<file path="src/rtl/soc_coulomb_tracker.sv">
// soc_coulomb_tracker: coulomb-counting SOC integrator with one float<->Q16.16 datapath shared across four cells
module soc_coulomb_tracker #(
    parameter int DT_SHIFT = 4,
    parameter int SOC_MAX  = 100
) (
    input  logic        clk,
    input  logic        rst,
    input  logic        init_we,
    input  logic [1:0]  init_sel,
    input  logic [31:0] init_soc,
    input  logic        sample_valid,
    output logic        sample_ready,
    input  logic [31:0] i1,
    input  logic [31:0] i2,
    input  logic [31:0] i3,
    input  logic [31:0] i4,
    output logic [31:0] soc1,
    output logic [31:0] soc2,
    output logic [31:0] soc3,
    output logic [31:0] soc4,
    output logic        soc_valid,
    output logic [3:0]  sat
);
    typedef enum logic [2:0] {IDLE, CONV, ACC, PACK, DONE} state_t;
    localparam logic signed [32:0] MAX_FX = 33'(SOC_MAX * 65536);
    state_t state_q, state_d;
    logic mode_q, mode_d;
    logic [1:0] cell_q, cell_d;
    logic [31:0] in_q[4], in_d[4];
    logic signed [31:0] cur_fx_q, cur_fx_d;
    logic [31:0] soc_fx_q[4], soc_fx_d[4];
    logic [31:0] soc_q[4], soc_d[4];
    logic [3:0] sat_q, sat_d;
    logic soc_valid_q, soc_valid_d;
    logic [31:0] f, pv, pk;
    logic [7:0] e;
    logic [30:0] sig, mag;
    logic neg, acc_lo, acc_hi;
    logic signed [31:0] conv_fx;
    logic signed [32:0] cur33, step, acc_raw;
    logic [31:0] acc_fx;
    logic [4:0] p;
    logic [22:0] mant;
    always_ff @(posedge clk) begin
        if (rst) begin
            state_q     <= IDLE;
            mode_q      <= 1'b0;
            cell_q      <= '0;
            in_q        <= '{default: '0};
            cur_fx_q    <= '0;
            soc_fx_q    <= '{default: '0};
            soc_q       <= '{default: '0};
            sat_q       <= '0;
            soc_valid_q <= 1'b0;
        end else begin
            state_q     <= state_d;
            mode_q      <= mode_d;
            cell_q      <= cell_d;
            in_q        <= in_d;
            cur_fx_q    <= cur_fx_d;
            soc_fx_q    <= soc_fx_d;
            soc_q       <= soc_d;
            sat_q       <= sat_d;
            soc_valid_q <= soc_valid_d;
        end
    end
    always_comb begin
        state_d = state_q;
        case (state_q)
            IDLE:    state_d = (init_we || sample_valid) ? CONV : IDLE;
            CONV:    state_d = ACC;
            ACC:     state_d = PACK;
            PACK:    state_d = (!mode_q && cell_q != 2'd3) ? CONV : DONE;
            default: state_d = IDLE;
        endcase
    end
    always_comb begin
        sample_ready = state_q == IDLE;
        soc_valid_d  = state_q == DONE;
    end
    always_comb begin
        f       = in_q[cell_q];
        e       = f[30:23];
        sig     = {7'b0, 1'b1, f[22:0]};
        mag     = (e > 8'd141) ? 31'h7fffffff : (e < 8'd111) ? 31'h0 :
                  (e >= 8'd134) ? (sig << (e - 8'd134)) : (sig >> (8'd134 - e));
        neg     = f[31] && !(e == 8'hff && f[22:0] != 23'h0);
        conv_fx = neg ? -{1'b0, mag} : {1'b0, mag};
        cur33   = {cur_fx_q[31], cur_fx_q};
        step    = cur33 >>> DT_SHIFT;
        acc_raw = mode_q ? cur33 : $signed({1'b0, soc_fx_q[cell_q]}) - step;
        acc_lo  = acc_raw < 0;
        acc_hi  = acc_raw > MAX_FX;
        acc_fx  = acc_lo ? 32'h0 : acc_hi ? MAX_FX[31:0] : acc_raw[31:0];
        pv      = soc_fx_q[cell_q];
        p       = '0;
        for (int i = 0; i < 32; i++)
            if (pv[i]) p = 5'(i);
        mant    = 23'({pv, 23'b0} >> p);
        pk      = (pv == 32'h0) ? 32'h0 : {1'b0, 8'd111 + {3'b0, p}, mant};
    end
    always_comb begin
        mode_d   = mode_q;
        cell_d   = cell_q;
        in_d     = in_q;
        cur_fx_d = cur_fx_q;
        soc_fx_d = soc_fx_q;
        soc_d    = soc_q;
        sat_d    = sat_q;
        if (state_q == IDLE && init_we) begin
            mode_d         = 1'b1;
            cell_d         = init_sel;
            in_d[init_sel] = init_soc;
        end else if (state_q == IDLE && sample_valid) begin
            mode_d = 1'b0;
            cell_d = 2'd0;
            in_d   = '{i1, i2, i3, i4};
        end else if (state_q == CONV) begin
            cur_fx_d = conv_fx;
        end else if (state_q == ACC) begin
            soc_fx_d[cell_q] = acc_fx;
            sat_d[cell_q]    = acc_lo || acc_hi;
        end else if (state_q == PACK) begin
            soc_d[cell_q] = pk;
            cell_d        = (!mode_q && cell_q != 2'd3) ? cell_q + 2'd1 : cell_q;
        end
    end
    assign soc1      = soc_q[0];
    assign soc2      = soc_q[1];
    assign soc3      = soc_q[2];
    assign soc4      = soc_q[3];
    assign sat       = sat_q;
    assign soc_valid = soc_valid_q;
endmodule

</file>
<file path="config.mk">
export PLATFORM = sky130hd
export DESIGN_NAME = soc_coulomb_tracker
export DESIGN_NICKNAME = d
export VERILOG_FILES = /design/src/rtl/soc_coulomb_tracker.sv
export SDC_FILE = /design/constraint.sdc
export NUM_CORES = 1
export LEC_CHECK = 0
export ABC_AREA = 0
export CORE_UTILIZATION = 35
export CTS_BUF_LIST = sky130_fd_sc_hd__clkbuf_4
export DETAILED_ROUTE_END_ITERATION = 6
export PLACE_DENSITY = 0.53
export SLEW_MARGIN = 20
export SYNTH_ARGS = -nofsm -noshare
export SYNTH_HDL_FRONTEND = slang
export SYNTH_SLANG_ARGS = --single-unit
</file>
<file path="constraint.sdc">
create_clock -name clk -period 15.2 [get_ports clk]
set_input_delay 1.52 -clock clk [delete_from_list [all_inputs] [get_ports clk]]
set_output_delay 1.52 -clock clk [all_outputs]
set_load 0.03 [all_outputs]
</file>
Word level (Yosys, flattened, before mapping)
Index checks and enable logic that the tools add are counted.

Multipliers: 0. $add $sub $neg: 6. Reductions and logical operators: 22. Shift operators: 3. Equal/unequal tests: 8. Div/mod/pow operators: 0. Bitwise gates (word level): 6. Magnitude comparators: 11. Muxes and demuxes: 68.

Operators by type and width (count): $bwmux W128 (3); $mux W32 (9); $mux W128 (2); $mux W5 (30); $bmux W32 S2 (2); $demux W32 S2 (2); $mux W31 (4); $shr A55 B5 Y23 (1); $gt A33 B24 Y1 const B (1); $lt A33 B1 Y1 const B (1); $mux W33 (1); $sub A33 B28 Y33 (1); $logic_not A32 Y1 (1); $neg A31 Y32 (1); $shl A24 B8 Y31 (1); $shr A24 B8 Y31 (1); $reduce_bool A23 Y1 (1); $mux W2 (6); $pmux W3 S4 (1); $add A7 B5 Y8 const A (1); $eq A8 B8 Y1 const B (1); $ge A8 B8 Y1 const B (1); $gt A8 B8 Y1 const B (1); $logic_and A1 B1 Y1 (8); 27 further kinds (43).

Flip-flop bits (word level): 427. Memory bits (read-only): 0. Bits of input ports: 166. Output and inout port bits: 134. Logic and storage cells: 142. Bits in latches: 0. Memories kept: 0. Bits in writable memories: 0.

Logic depth before layout (Yosys ltp)
Depth after elaboration: 38. Gate-level depth with buffers: 25. Gate-level depth less buffers: 17.

Worst setup path after synthesis
Ideal clock, no wire load.

Path kind: flip-flop to flip-flop. From: reg cell_q[1]. To: reg soc_fx_q[19] in the netlist's numbering. Path slack: 9.392 ns. Required time: 15.124 ns. Clock period less this slack: 5.808 ns. Data arrival time: 5.732 ns. Path buffers: 6. Stages on the path, launching flop included: 24. Setup time: 0.076 ns. Path through: dfxtp_1 -> buf_6 -> buf_2 -> buf_2 -> buf_2 -> mux4_2 -> inv_1 -> ha_1 -> inv_1 -> fa_1 -> a21o_1 -> a21oi_1 -> o21ai_0 -> and3_1 -> o21ai_0 -> and4_1 -> o221ai_1 -> a211o_1 -> o31ai_1 -> o211ai_1 -> or3_1 -> clkbuf_1 -> clkbuf_1 -> o21ai_0.

Word-level cells in the longest chain between the ends: 10. Elaborated cells between the ends (all ways): 16. Those cells by class: 1 x add/sub; 4 x order compare; 9 x mux; 1 x bitwise; 1 x reduce/logical.

Ends and longest elaborated chain: from (decl) (RTL line 28) `logic [1:0] cell_q, cell_d;`; from (signal assigned) (RTL line 58) `cell_q <= cell_d;`; $not A2 Y3 (implied by the code) (*) (RTL line 91, 121); $bmux W32 S2 (RTL line 91) `acc_raw = mode_q ? cur33 : $signed({1'b0, soc_fx_q[cell_q]}) - step;`; $mux W32 (implied by the code) (2 in a row) (RTL line 91); $sub A33 B28 Y33 (RTL line 91); $mux W33 (RTL line 91); $gt A33 B24 Y1 (RTL line 93) `acc_hi = acc_raw > MAX_FX;`; $mux W32 (2 in a row) (RTL line 94) `acc_fx = acc_lo ? 32'h0 : acc_hi ? MAX_FX[31:0] : acc_raw[31:0];`; $bwmux W128 (*) (RTL line 121) `soc_fx_d[cell_q] = acc_fx;`; to (signal assigned) (RTL line 51) `soc_fx_q <= '{default: '0};`; to (signal assigned) (RTL line 61) `soc_fx_q <= soc_fx_d;`; to (decl) (RTL line 31) `logic [31:0] soc_fx_q[4], soc_fx_d[4];`.

Every way passes the cells marked *; elsewhere a longest branch is shown, timed or not. The select of a mux whose other input is x is not followed. A chain may end at the register's enable or synchronous reset.

Final worst setup path
From: reg cell_q[0]. To: reg cur_fx_q[30].

Word-level cells in the longest chain between the ends: 11. Elaborated cells between the ends (all ways): 21. Those cells by class: 3 x add/sub; 3 x order compare; 1 x eq/ne; 2 x shift; 7 x mux; 1 x bitwise; 4 x reduce/logical.

Ends and longest elaborated chain: $not A2 Y3 (implied by the code) (*) (RTL line 82) `f = in_q[cell_q];`; $bmux W32 S2 (*) (RTL line 82); $mux W32 (implied by the code) (*) (2 in a row) (RTL line 82); $sub A8 B8 Y8 (RTL line 86) `(e >= 8'd134) ? (sig << (e - 8'd134)) : (sig >> (8'd134 - e));`; $shr A24 B8 Y31 / $shl A24 B8 Y31 (equally long branches) (RTL line 86); $mux W31 (RTL line 86); $mux W31 (2 in a row) (RTL line 85) `mag = (e > 8'd141) ? 31'h7fffffff : (e < 8'd111) ? 31'h0 :`; $neg A31 Y32 (RTL line 88) `conv_fx = neg ? -{1'b0, mag} : {1'b0, mag};`; $mux W32 (*) (RTL line 88); to (signal assigned) (RTL line 60) `cur_fx_q <= cur_fx_d;`; to (decl) (RTL line 30) `logic signed [31:0] cur_fx_q, cur_fx_d;`.

Marks and branches as above.

==> metrics.txt <==
# TYPE chip_impl_metric gauge
chip_impl_metric{name="power.total",unit="W"} 0.00482
chip_impl_info{name="critical_path.reg2reg.startpoint",value="cell_q[0]"} 1
chip_impl_metric{name="timing.max_cap.violations",unit=""} 0
chip_impl_info{name="cp-start-kind",value="flip-flop"} 1
chip_impl_metric{name="detail_route.wl_per_cell",unit="um"} 22.5
chip_impl_metric{name="cts_setup_buffers",unit=""} 0
chip_impl_metric{name="postRouteAntennaNets",unit=""} 0
chip_impl_metric{name="cellPowerDensity",unit="mW/mm^2"} 158
chip_impl_metric{name="tns",unit="ns"} 0
chip_impl_metric{name="synthDominantCellAreaShare",unit="%"} 33.1
chip_impl_metric{name="h-tree-depth",unit=""} 3
chip_impl_metric{name="clk_pin_slew_worst_setup_hold_paths",unit="ns"} 0.06
chip_impl_metric{name="timing.max_slew.rel_slack",unit="%"} 24.2
chip_impl_metric{name="rows",unit=""} 98
chip_impl_info{name="synth_top_area_cell",value="sky130_fd_sc_hd__dfxtp_1"} 1
chip_impl_metric{name="synth_cells",unit=""} 3161
chip_impl_info{name="crit_path_start",value="cell_q[0]"} 1
chip_impl_metric{name="post-route-util",unit="%"} 42.4
chip_impl_metric{name="yosys_warnings",unit=""} 0
chip_impl_metric{name="antenna_violations_before_repair",unit=""} 3
chip_impl_metric{name="ios",unit=""} 300
chip_impl_info{name="synth_top_cells_by_area",value="sky130_fd_sc_hd__dfxtp_1 (33%), sky130_fd_sc_hd__mux4_2 (6.9%), sky130_fd_sc_hd__nand2_1 (6.7%)"} 1
chip_impl_metric{name="initialDrtViolationCount",unit=""} 2190
chip_impl_metric{name="globalRouteTotalUtil",unit="%"} 25.9
chip_impl_metric{name="grt_max_degree",unit=""} 133
chip_impl_info{name="reg2reg_to",value="cur_fx_q[30]"} 1
chip_impl_info{name="hold_path.class",value="reg -> reg"} 1
chip_impl_metric{name="mean_instance_size_in_the_synthesized_netlist",unit="um^2"} 8.10
chip_impl_metric{name="yosys.cell_types.count",unit=""} 103
chip_impl_metric{name="register_area",unit="mm^2"} 0.00848
chip_impl_metric{name="post_cts.resized_instances",unit=""} 0
chip_impl_metric{name="cts_made_buffers",unit=""} 116
chip_impl_metric{name="power_leakage",unit="nW"} 10.9
chip_impl_metric{name="port-buffer-count",unit=""} 295
chip_impl_metric{name="stdcell_count",unit=""} 4414
chip_impl_metric{name="post_cts_hold_buffer_count",unit=""} 0
chip_impl_metric{name="finalSetupViolCount",unit=""} 0
chip_impl_metric{name="floorplan.initialDensity",unit="%"} 35.6
chip_impl_info{name="timing_worst_setup_path_type",value="reg -> reg"} 1
chip_impl_metric{name="drc_violation_count_after_routing",unit=""} 0
chip_impl_metric{name="coreArea",unit="mm^2"} 0.0720
chip_impl_metric{name="wire_length_of_the_first_global_routing_pass",unit="um"} 151000
chip_impl_metric{name="die-width",unit="um"} 272
chip_impl_metric{name="finalHoldViolations",unit=""} 0
chip_impl_metric{name="multiInputGateArea",unit="mm^2"} 0.0159
chip_impl_metric{name="dp.final_hpwl",unit="um"} 70800
chip_impl_metric{name="floorplan.die.height",unit="um"} 272
chip_impl_metric{name="layout_worst_path_cycle_share",unit="%"} 46.5
chip_impl_metric{name="global_placement_routability_congestion",unit=""} 0.924
chip_impl_metric{name="tightest_slew",unit="ns"} 1.13
chip_impl_metric{name="number_of_enable_flip_flop_cells_after_synthesis",unit=""} 0
chip_impl_metric{name="vdd_drop_max",unit="V"} 0.0000665
chip_impl_metric{name="numPlacedInstances",unit=""} 4203
chip_impl_metric{name="dr.pass1.iters",unit=""} 6
chip_impl_info{name="outcome",value="complete, no violations"} 1
chip_impl_metric{name="ys_ff_latch",unit=""} 423
chip_impl_info{name="critPathCapture",value="cur_fx_q[30]"} 1
chip_impl_info{name="rsz0062_at_grt",value="false"} 1
chip_impl_metric{name="worst_reg2reg_path_depth",unit=""} 18
chip_impl_metric{name="finClkSkew",unit="ns"} 0.0718
chip_impl_metric{name="fin_nets",unit=""} 3582
chip_impl_metric{name="cp.required",unit="ns"} 15.95
chip_impl_metric{name="critical_path_arrival",unit="ns"} 7.82
chip_impl_info{name="tritoncts",value="done"} 1
chip_impl_metric{name="post_route_cells_drive_above_1_share",unit="%"} 11.5
chip_impl_metric{name="async_reset_ff_share",unit="%"} 0
chip_impl_metric{name="gr-total-overflow",unit=""} 0
chip_impl_metric{name="final-max-slew-violation-count",unit=""} 0
chip_impl_metric{name="regToRegSetupSlack",unit="ns"} 8.14
chip_impl_metric{name="worst_skew_pair.late_latency",unit="ns"} 0.93
chip_impl_metric{name="vias_in_the_first_global_route",unit=""} 24972
chip_impl_metric{name="fmax",unit="MHz"} 142
chip_impl_metric{name="layout.filler_cells",unit=""} 7227
chip_impl_metric{name="synth.yosys.seq_area_share",unit="%"} 33.1
chip_impl_metric{name="vias_per_cell",unit=""} 5.84
chip_impl_metric{name="worstPathMaxFanout",unit=""} 72
chip_impl_metric{name="wl",unit="um"} 99400
chip_impl_metric{name="area_growth_syn_to_layout",unit="%"} 19.3
chip_impl_info{name="primary_flip_flop_cell_chosen_by_synthesis_mapping",value="sky130_fd_sc_hd__dfxtp_1"} 1
chip_impl_info{name="root_buffer",value="sky130_fd_sc_hd__clkbuf_4"} 1
chip_impl_metric{name="design.die.area",unit="mm^2"} 0.0743
chip_impl_metric{name="routed-via-count",unit=""} 25776
chip_impl_metric{name="timing.final.crit_period",unit="ns"} 7.06
chip_impl_metric{name="cts_buffer_depth",unit=""} 3
chip_impl_metric{name="netlist_area",unit="mm^2"} 0.0256
chip_impl_metric{name="cts.sink_count",unit=""} 423
chip_impl_info{name="critPathCaptureType",value="flip-flop"} 1
## stage by stage
stage	instance area, um^2	worst slack, ns	hold slack, ns
after global placement	29000	8.23	0.428
after global routing	30500	7.54	0.474
final	30500	8.14	0.450
after detailed placement	29000	8.11	0.439
after CTS	30500	8.08	0.453
after floorplan	25600	9.39	0.420
## synthesized netlist by cell type (16+ instances only)
master	number
sky130_fd_sc_hd__nand2_1	460
sky130_fd_sc_hd__dfxtp_1	423
sky130_fd_sc_hd__nor2_1	336
sky130_fd_sc_hd__o21ai_0	267
sky130_fd_sc_hd__a211oi_1	194
sky130_fd_sc_hd__a21oi_1	190
sky130_fd_sc_hd__clkbuf_1	173
sky130_fd_sc_hd__mux2i_1	126
sky130_fd_sc_hd__mux4_2	79
sky130_fd_sc_hd__inv_1	63
sky130_fd_sc_hd__and2_1	59
sky130_fd_sc_hd__nand3_1	59
sky130_fd_sc_hd__nor3_1	51
sky130_fd_sc_hd__ha_1	44
sky130_fd_sc_hd__a22oi_1	35
sky130_fd_sc_hd__mux2_2	31
sky130_fd_sc_hd__xnor2_1	31
sky130_fd_sc_hd__a31oi_1	27
sky130_fd_sc_hd__buf_1	22
sky130_fd_sc_hd__or3_1	21
sky130_fd_sc_hd__xor2_1	21
sky130_fd_sc_hd__buf_2	20
sky130_fd_sc_hd__nor4_1	20
sky130_fd_sc_hd__o211ai_1	20
sky130_fd_sc_hd__o31ai_1	20
sky130_fd_sc_hd__and3_1	19
sky130_fd_sc_hd__a21o_1	18
sky130_fd_sc_hd__o21ai_1	16
## cells in the final DEF (no fill, tap or decap), types with 12 or more instances in the layout
cell / instances
sky130_fd_sc_hd__o21bai_1: 15
sky130_fd_sc_hd__clkbuf_4: 162
sky130_fd_sc_hd__o221ai_1: 12
sky130_fd_sc_hd__a31oi_1: 27
sky130_fd_sc_hd__xor2_1: 20
sky130_fd_sc_hd__o211ai_1: 20
sky130_fd_sc_hd__inv_1: 63
sky130_fd_sc_hd__a21o_1: 18
sky130_fd_sc_hd__o21ai_0: 266
sky130_fd_sc_hd__a22oi_1: 35
sky130_fd_sc_hd__nand4_1: 15
sky130_fd_sc_hd__nand2b_1: 14
sky130_fd_sc_hd__a21oi_1: 190
sky130_fd_sc_hd__nand3b_1: 12
sky130_fd_sc_hd__dfxtp_1: 421
sky130_fd_sc_hd__nand2_1: 457
sky130_fd_sc_hd__clkdlybuf4s50_1: 294
sky130_fd_sc_hd__or3_1: 21
sky130_fd_sc_hd__mux4_2: 79
sky130_fd_sc_hd__nor4_1: 20
sky130_fd_sc_hd__ha_1: 44
sky130_fd_sc_hd__a221oi_1: 12
sky130_fd_sc_hd__nand3_1: 59
sky130_fd_sc_hd__a211oi_1: 194
sky130_fd_sc_hd__and2_1: 55
sky130_fd_sc_hd__o21ai_1: 17
sky130_fd_sc_hd__clkinv_1: 28
sky130_fd_sc_hd__mux2_2: 31
sky130_fd_sc_hd__o31ai_1: 20
sky130_fd_sc_hd__xnor2_1: 31
sky130_fd_sc_hd__and3_1: 19
sky130_fd_sc_hd__nor3_1: 49
sky130_fd_sc_hd__o21a_1: 13
sky130_fd_sc_hd__mux2i_1: 126
sky130_fd_sc_hd__buf_4: 34
sky130_fd_sc_hd__nor2_1: 330
## power breakdown
part	switching [W]	internal (W)	total, W
Clock	0.000519	0.000516	0.00103
Sequential	0.0000807	0.00120	0.00128
Combinational	0.00164	0.000861	0.00251
## cells by family after synthesis
kind of cell             count (synthesis)  synth area share (%)
XOR/XNOR                                53                  1.84
flip-flops                             423                  33.1
other                                    1                0.0146
buffers and inverters                  308                  5.14
multiplexers                           240                  13.5
AND/OR/NAND/NOR                       1135                  20.0
adder cells (fa/ha/maj)                 45                  2.23
AO/OA/AOI/OAI                          956                  24.2
## metal layers
layer  GRT usage, %  routed length (um)  vias to the layer above
li1               -                   -                    12043
met1           32.6               41300                    12480
met2           44.3               48500                     1043
met3           3.53                5670                      210
met4           11.0                3860                        0
met5              0                   0                        -
## area by class of cell
type / count / area share (%)
Sequential cell: 423 / 27.8
Antenna cell: 2 / 0.0164
Clock buffer: 162 / 3.98
Tap cell: 950 / 3.89
Timing Repair Buffer: 329 / 10.5
Multi-Input combinational cell: 2433 / 52.2
Inverter: 68 / 0.844
Clock inverter: 47 / 0.844
## critical path: stages, from the launching register on
cell and delay (ns):
sky130_fd_sc_hd__dfxtp_4 0.77, sky130_fd_sc_hd__buf_4 0.70, sky130_fd_sc_hd__inv_1 0.23, sky130_fd_sc_hd__mux2_2 0.76, sky130_fd_sc_hd__inv_4 0.51, sky130_fd_sc_hd__ha_1 0.50, sky130_fd_sc_hd__a2111o_1 0.50, sky130_fd_sc_hd__and2_1 0.22
sky130_fd_sc_hd__nor3_2 0.23, sky130_fd_sc_hd__nor2_1 0.12, sky130_fd_sc_hd__a221o_1 0.36, sky130_fd_sc_hd__a21oi_1 0.26, sky130_fd_sc_hd__ha_1 0.22, sky130_fd_sc_hd__and4bb_1 0.26, sky130_fd_sc_hd__nand4_1 0.30, sky130_fd_sc_hd__or3_4 0.52
sky130_fd_sc_hd__o21ai_1 0.15, sky130_fd_sc_hd__xor2_1 0.18, sky130_fd_sc_hd__o21ai_1 0.07
## sequential cells by signal, indices dropped and copies added (netlist names)
name,count
in_q,128
soc_fx_q,128
cur_fx_q,32
soc1,31
soc2,31
soc3,31
soc4,31
sat,4
state_q,3
cell_q,2
mode_q,1
soc_valid,1
## worst min path at each step
stage	startpoint	to	slack (ns)	cells past startpoint
floorplan	soc_fx_q[40]	soc_fx_q[40]	0.42	2
global placement	soc_fx_q[10]	soc_fx_q[10]	0.43	2
detailed placement	soc_fx_q[126]	soc_fx_q[126]	0.44	1
CTS	soc4[14]	soc4[14]	0.45	2
global route	soc4[4]	soc4[4]	0.47	2
finish	soc4[12]	soc4[12]	0.45	2
(Power assumes the default switching activity.)
